==> src/rtl/gcd_pkg.sv <==
// -----------------------------------------------------------------------------
// gcd_pkg
//   Shared definitions for the serial-load GCD core, its requester and the
//   requester's bench: the default operand width and the requester FSM states.
// -----------------------------------------------------------------------------
package gcd_pkg;

    localparam int GCD_WIDTH_DEFAULT = 16;

    typedef enum logic [2:0] {
        IDLE   = 3'd0,
        LOAD_A = 3'd1,
        LOAD_B = 3'd2,
        WAIT   = 3'd3,
        RESP   = 3'd4
    } gcd_state_t;

endpackage : gcd_pkg

==> src/rtl/gcd_requester.sv <==
// -----------------------------------------------------------------------------
// gcd_requester
//   Initiator for the serial-load GCD core. Accepts one operand pair on a
//   valid/ready request port, drives the core (start pulse with A, then B),
//   waits for core_done, and returns the result on a valid/ready response port.
//   Zero operands never reach the core: gcd(x,0)=x is answered directly.
//
//   Handshakes: a transfer happens on a rising clk edge where valid && ready.
//   A valid is held (with stable payload) until its transfer; ready may depend
//   on state only, never on the matching valid.
//
// Parameters
//   WIDTH           operand/result width (matches the core data_in width)
//   TIMEOUT_CYCLES  WAIT-state cycle limit, used only with GCD_REQ_TIMEOUT_EN
//
// Optional feature macro: GCD_REQ_TIMEOUT_EN
//   Defined   : a counter in WAIT aborts after TIMEOUT_CYCLES cycles with
//               rsp_gcd=0, rsp_err=1.
//   Undefined : WAIT waits for core_done forever; rsp_err is constant 0.
//
// Ports
//   clk, rst_n                 clock, asynchronous active-low reset
//   req_valid/req_ready        request handshake
//   req_a, req_b               operands
//   rsp_valid/rsp_ready        response handshake
//   rsp_gcd, rsp_err           result and timeout-abort flag
//   core_start, core_data      core start pulse and serial data_in
//   core_done, core_result     core completion flag and A-register output
// -----------------------------------------------------------------------------
module gcd_requester
    import gcd_pkg::*;
#(
    parameter int WIDTH          = GCD_WIDTH_DEFAULT,
    parameter int TIMEOUT_CYCLES = 1024
) (
    input  logic             clk,
    input  logic             rst_n,
    input  logic             req_valid,
    output logic             req_ready,
    input  logic [WIDTH-1:0] req_a,
    input  logic [WIDTH-1:0] req_b,
    output logic             rsp_valid,
    input  logic             rsp_ready,
    output logic [WIDTH-1:0] rsp_gcd,
    output logic             rsp_err,
    output logic             core_start,
    output logic [WIDTH-1:0] core_data,
    input  logic             core_done,
    input  logic [WIDTH-1:0] core_result
);

    gcd_state_t       r_state;
    gcd_state_t       w_state_nxt;
    logic [WIDTH-1:0] r_a;
    logic [WIDTH-1:0] r_b;
    logic [WIDTH-1:0] r_gcd;
    logic             r_wait_first;
    logic             w_accept;
    logic             w_zero_op;
    logic             w_done_ok;

    assign w_accept  = (r_state == IDLE) && req_valid;
    assign w_zero_op = (req_a == '0) || (req_b == '0);

`ifdef GCD_REQ_TIMEOUT_EN
    localparam int CNT_W = (TIMEOUT_CYCLES > 1) ? $clog2(TIMEOUT_CYCLES) : 1;

    logic [CNT_W-1:0] r_cnt;
    logic             r_err;
    logic             w_expired;
    logic             w_timeout;

    // r_cnt holds the index of the current WAIT cycle (0 on entry).
    assign w_expired = (r_cnt == CNT_W'(TIMEOUT_CYCLES - 1));
`else
    logic w_unused_timeout;
    assign w_unused_timeout = (TIMEOUT_CYCLES > 0);
`endif

    // ---------------------------------------------------------------------
    // FSM state register
    // ---------------------------------------------------------------------
    always_ff @(posedge clk or negedge rst_n) begin
        if (!rst_n) begin
            r_state <= IDLE;
        end else begin
            r_state <= w_state_nxt;
        end
    end

    // ---------------------------------------------------------------------
    // FSM next state and outputs
    // ---------------------------------------------------------------------
    always_comb begin
        w_state_nxt = r_state;
        req_ready   = 1'b0;
        rsp_valid   = 1'b0;
        core_start  = 1'b0;
        core_data   = '0;
        w_done_ok   = 1'b0;
`ifdef GCD_REQ_TIMEOUT_EN
        w_timeout   = 1'b0;
`endif
        case (r_state)
            IDLE: begin
                req_ready = 1'b1;
                if (req_valid) begin
                    w_state_nxt = w_zero_op ? RESP : LOAD_A;
                end
            end
            LOAD_A: begin
                core_start  = 1'b1;
                core_data   = r_a;
                w_state_nxt = LOAD_B;
            end
            LOAD_B: begin
                core_data   = r_b;
                w_state_nxt = WAIT;
            end
            WAIT: begin
                // The core may still show done from the previous operation
                // during the first WAIT cycle, so done only counts afterwards.
                w_done_ok = core_done && !r_wait_first;
                if (w_done_ok) begin
                    w_state_nxt = RESP;
                end
`ifdef GCD_REQ_TIMEOUT_EN
                else if (w_expired) begin
                    w_timeout   = 1'b1;
                    w_state_nxt = RESP;
                end
`endif
            end
            RESP: begin
                rsp_valid = 1'b1;
                if (rsp_ready) begin
                    w_state_nxt = IDLE;
                end
            end
            default: begin
                w_state_nxt = IDLE;
            end
        endcase
    end

    // ---------------------------------------------------------------------
    // Operand and result registers
    // ---------------------------------------------------------------------
    always_ff @(posedge clk or negedge rst_n) begin
        if (!rst_n) begin
            r_a          <= '0;
            r_b          <= '0;
            r_gcd        <= '0;
            r_wait_first <= 1'b0;
        end else begin
            r_wait_first <= (r_state == LOAD_B);
            if (w_accept) begin
                r_a <= req_a;
                r_b <= req_b;
                // Zero bypass: gcd(x,0) = x, and gcd(0,0) = 0 falls out of it.
                if (req_a == '0) begin
                    r_gcd <= req_b;
                end else if (req_b == '0) begin
                    r_gcd <= req_a;
                end
            end
            if (w_done_ok) begin
                r_gcd <= core_result;
            end
`ifdef GCD_REQ_TIMEOUT_EN
            else if (w_timeout) begin
                r_gcd <= '0;
            end
`endif
        end
    end

    assign rsp_gcd = r_gcd;

`ifdef GCD_REQ_TIMEOUT_EN
    // ---------------------------------------------------------------------
    // WAIT-state timeout counter and error flag
    // ---------------------------------------------------------------------
    always_ff @(posedge clk or negedge rst_n) begin
        if (!rst_n) begin
            r_cnt <= '0;
            r_err <= 1'b0;
        end else begin
            if (r_state == LOAD_B) begin
                r_cnt <= '0;
            end else if (r_state == WAIT) begin
                r_cnt <= r_cnt + CNT_W'(1);
            end
            if (w_accept || w_done_ok) begin
                r_err <= 1'b0;
            end else if (w_timeout) begin
                r_err <= 1'b1;
            end
        end
    end

    assign rsp_err = r_err;
`else
    assign rsp_err = 1'b0;
`endif

endmodule : gcd_requester

==> config.mk <==
export PLATFORM = sky130hd
export DESIGN_NAME = gcd_requester
export DESIGN_NICKNAME = d
export VERILOG_FILES = /design/src/rtl/gcd_pkg.sv /design/src/rtl/gcd_requester.sv
export SDC_FILE = /design/constraint.sdc
export NUM_CORES = 1
export LEC_CHECK = 0
export CORE_UTILIZATION = 48
export CTS_CLUSTER_DIAMETER = 100
export DETAILED_ROUTE_END_ITERATION = 12
export MAX_ROUTING_LAYER = met4
export PLACE_DENSITY = 0.85
export SLEW_MARGIN = 5
export SYNTH_ARGS = -nofsm -noshare
export SYNTH_HDL_FRONTEND = slang
export SYNTH_SLANG_ARGS = --single-unit
==> constraint.sdc <==
create_clock -name clk -period 4 [get_ports clk]
set_clock_uncertainty 0.2 [all_clocks]
set_input_delay 0.8 -clock clk [delete_from_list [all_inputs] [get_ports clk]]
set_output_delay 0.8 -clock clk [all_outputs]
set_load 0.05 [all_outputs]
---- Word level (Yosys, flattened, before mapping) ----
Index checks and enable logic that the tools add are counted.
storage, ports and cells
  register bits after elaboration ......... 52
  output and inout port bits .............. 36
  logic and storage cells ................. 37
operators by class
  equality and inequality tests ........... 7
  mux-type cells .......................... 14
  reductions and logical operators ........ 11
operators with widths
  operator                                                          count
  16-bit two-way mux                                                4
  16-bit logical NOT                                                2
  16-bit one-hot mux with 2 select lines                            1
  3-bit one-hot mux with 5 select lines                             1
  3-bit two-way mux                                                 4
  3-bit by 2-bit == test with 1-bit output (second input constant)  2
  2-bit != test (second input constant)                             3
  1-bit two-way mux                                                 4
  3-bit by 1-bit == test with 1-bit output (second input constant)  1
  3-bit == test (second input constant)                             1
  3-bit logical NOT                                                 1
  3-bit AND reduction                                               1
  3-bit nonzero test                                                1
  1-bit logical AND                                                 2
  2-bit AND reduction                                               1
  2-bit nonzero test                                                1
  1-bit logical NOT                                                 1
  1-bit logical OR                                                  1

---- Logic depth before layout (Yosys ltp) ----
  depth in word-level cells ............... 5
  depth in mapped cells ................... 7
  depth with buffers taken out ............ 5

---- Worst setup path before layout ----
No wires, ideal clock.
  path type ............................... register to output
  start ................................... register r_state[1]
  end ..................................... output core_data[0]
  arrival ................................. 2.023 ns
  required time ........................... 3.000 ns
  slack ................................... 0.977 ns
  stages on the path, launching flop included .. 4
  buffers on the path ..................... 1
  cells stage by stage .................... dfrtp_1 -> nor3b_2 -> clkbuf_1 -> a22o_1
between the ends
  word-level cells in the longest chain between the ends .. 2
  elaborated cells on any way between the ends .. 3
  those cells by class .................... eq/ne (2); mux (1)
ends and longest elaborated chain
  what                                                                                                         line                  text
  from (decl)                                                                                                  gcd_requester.sv:52   gcd_state_t r_state;
  from (signal assigned)                                                                                       gcd_requester.sv:87   r_state <= w_state_nxt;
  3-bit by 2-bit == test with 1-bit output / 3-bit by 1-bit == test with 1-bit output (equally long branches)  gcd_requester.sv:104  case (r_state)
  16-bit one-hot mux with 2 select lines (*)                                                                   gcd_requester.sv:104
  to (decl)                                                                                                    gcd_requester.sv:47   output logic [WIDTH-1:0] core_data,
Every way passes the cells marked *; elsewhere a longest branch is shown, timed or not.

---- Worst setup path in the final report ----
  start ................................... register r_state[2]
  end ..................................... output core_data[15]
Same word-level chain as after synthesis.

==> results.yml <==
timing:
  worst_slew_margin_rel_pct: 52.0
  final.hold.worst_slack_ps: 311
  timing.final.hold_violations: 0
  setup_viol: 0
  tightest_slew_ps: 718
  timing.final.max_slew_violations: 0
  timing.fmax_mhz: 308
  post-route-min-period_ps: 3250
  fin_tns_setup_ps: 0
  rsz0062_at_grt: "no"
  layout_worst_path_cycle_share_pct: 81.3
yosys:
  synth.net_count: 259
  netlist_top_cells_area: "dfrtp_1 (52%), mux2_2 (18%), a21oi_1 (6.6%)"
  synth.ff_latch_count: 52
  synthCells: 206
  synth_cell_type_count: 27
  synthesis.area_per_instance_um2: 12.2
  synth_area_leader_cell: "dfrtp_1"
  yosysMostFrequentCell: "dfrtp_1"
  async_reset_ff_share_pct: 100
  seq_area_frac_synth_pct: 51.9
  synth-edff-count: 0
  area_fraction_of_the_dominant_cell_type_after_synthesis_pct: 51.9
  synth_warnings: 0
  synth.cell_area_um2: 2510
  synth_flop_cell: "dfrtp_1"
  synth.top_cells.by_count: "dfrtp_1 (52), mux2_2 (39), a21oi_1 (33), nor2_1 (18), a22o_1 (16)"
die:
  floorplan.die_area_um2: 5520
  die_w_um: 74.3
  floorplan.initialDensity_pct: 51.4
  placeableCoreArea_um2: 4880
  std_cell_rows: 25
  ioPinCount: 89
  die_y_um: 74.3
worst_setup_path:
  cp_data_required_time_ps: 3000
  criticalPathCategory: "reg2out"
  worstPathMaxFanout: 8
  setup.worst_path.end_class: "primary output"
  worstPathArrival_ps: 2250
  crit_path_start_kind: "flop"
final_layout:
  layout.nets: 346
  area_delta_synth_final_pct: 40.3
  layout.filler_cells: 364
  design_area_um2: 3520
  antenna-diode-count: 0
  finalCoreUtilization_pct: 72.1
  drive_above_1_share_pct: 22.9
place:
  port_buffers: 87
  globalplace.congestion: 0.831
  placedInstanceArea_um2: 3420
  hpwl_mm: 4.67
clock_tree:
  tritoncts.num_buffers: 5
  postCtsHoldBufs: 0
  ctsRootBufferMaster: "clkbuf_8"
  clk_latency_ps: 300
  cts_tree: "built"
  cts_setup_buffers: 0
  cts_resized: 0
  clock_sink_count: 52
  clk_pin_slew_ps: 90
  clock_tree.htree_level_count: 2
  bufs_on_longest_clock_path: 2
global_routing:
  grt_start_max_net_pins: 34
  grt_overflow_total: 0
  grt_busiest_layer: "met2"
  grt_antenna_before_repair: 0
  grtUsageMet2_pct: 39.8
  grt_first_pass_wirelength_mm: 9.80
  grt_util_all_layers_pct: 25.3
  global_route.usage.met3_pct: 5.01
  globalRouteMet1Util_pct: 33.1
  grt_pass1_vias: 1963
pwr:
  ir_worst_vdd_mv: 0.604
  cellPowerDensity_nw_per_um2: 895
  static-leakage-power_uw: 0.00150
  p_total_uw: 3150
min_path:
  worst_min_delay_path_category: "in2async"
routing:
  drc_errors: 0
  totalWireLength_mm: 6.51
  vias: 2043
  routed_via_density: 5.68
  postRouteAntennaNets: 0
  first_pass_iters: 4
  detail_route.wl_per_cell_um: 18.1
  detailedRoute.firstIterationViolations: 98
outcome:
  status: "complete, no violations"
job:
  cap_viol_max_count: 0
-- path summary, 6_finish.rpt --
kind                            start             to  slack [ps]  cells past startpoint
setup / recovery           r_state[2]  core_data[15]         750                      5
hold / removal                  rst_n   r_wait_first         310                      1
setup reg to reg           r_state[0]     rsp_gcd[0]        1460                      4
hold reg to reg               r_a[13]        r_a[13]         310                      1
max in group asynchronous       rst_n     rsp_gcd[4]        2510                      2
min in group clk              r_a[13]        r_a[13]         310                      1
-- metal layers --
metal,share of wire (%),vias to the layer above
li1,-,917
met1,43,1016
met2,48,99
met3,7.0,11
met4,1.3,0
met5,0,-
-- cells by family after synthesis --
kind of cell	share of synthesized area, %
AOI/OAI and AO/OA	13.8
buffers and inverters	3.79
DFF	51.9
muxes	22.9
other	0.150
and+or+nand+nor	7.44
-- registers in the layout, summed over array words and instances (netlist names) --
register and cells:
rsp_gcd 16, r_b 16, r_wait_first 1, r_a 16, r_state 3
-- cell type report --
class,count,area [um2],area share [%]
flip-flops and latches,52,1300,37.0
multi-input cells,138,1110,31.6
repair buffers,94,918,26.1
clock buffers,7,96.3,2.74
well taps,67,83.8,2.38
inverters,2,7.51,0.213
-- critical path: stages, from the launching register on --
cell and delay [ps]:
dfrtp_1 450, nand2b_1 180, nor2_1 140, buf_4 190
a22o_1 170, clkdlybuf4s50_1 820
-- through the flow --
stage          std cells  setup WS, ps
6_report             360           750
5_1_grt              360           642
4_1_cts              360           757
3_5_place_dp         353           709
3_3_place_gp         353           749
2_1_floorplan        206           977
-- placed cells by master (no fill, tap or decap), drive strengths merged, types with 2 or more instances in the layout --
master	n
clkdlybuf4s50	86
dfrtp	52
mux2	48
a21oi	33
nor2	18
a22o	16
nor4	8
buf	8
clkbuf	7
nand2	2
inv	2
-- power breakdown --
group          total [uW]  switching (uW)  internal (uW)
combinational        1880            1090            785
clock                 313             159            154
sequential            960             166            794
total                3150            1420           1730
Note: power is estimated with default switching activity, not from simulation.
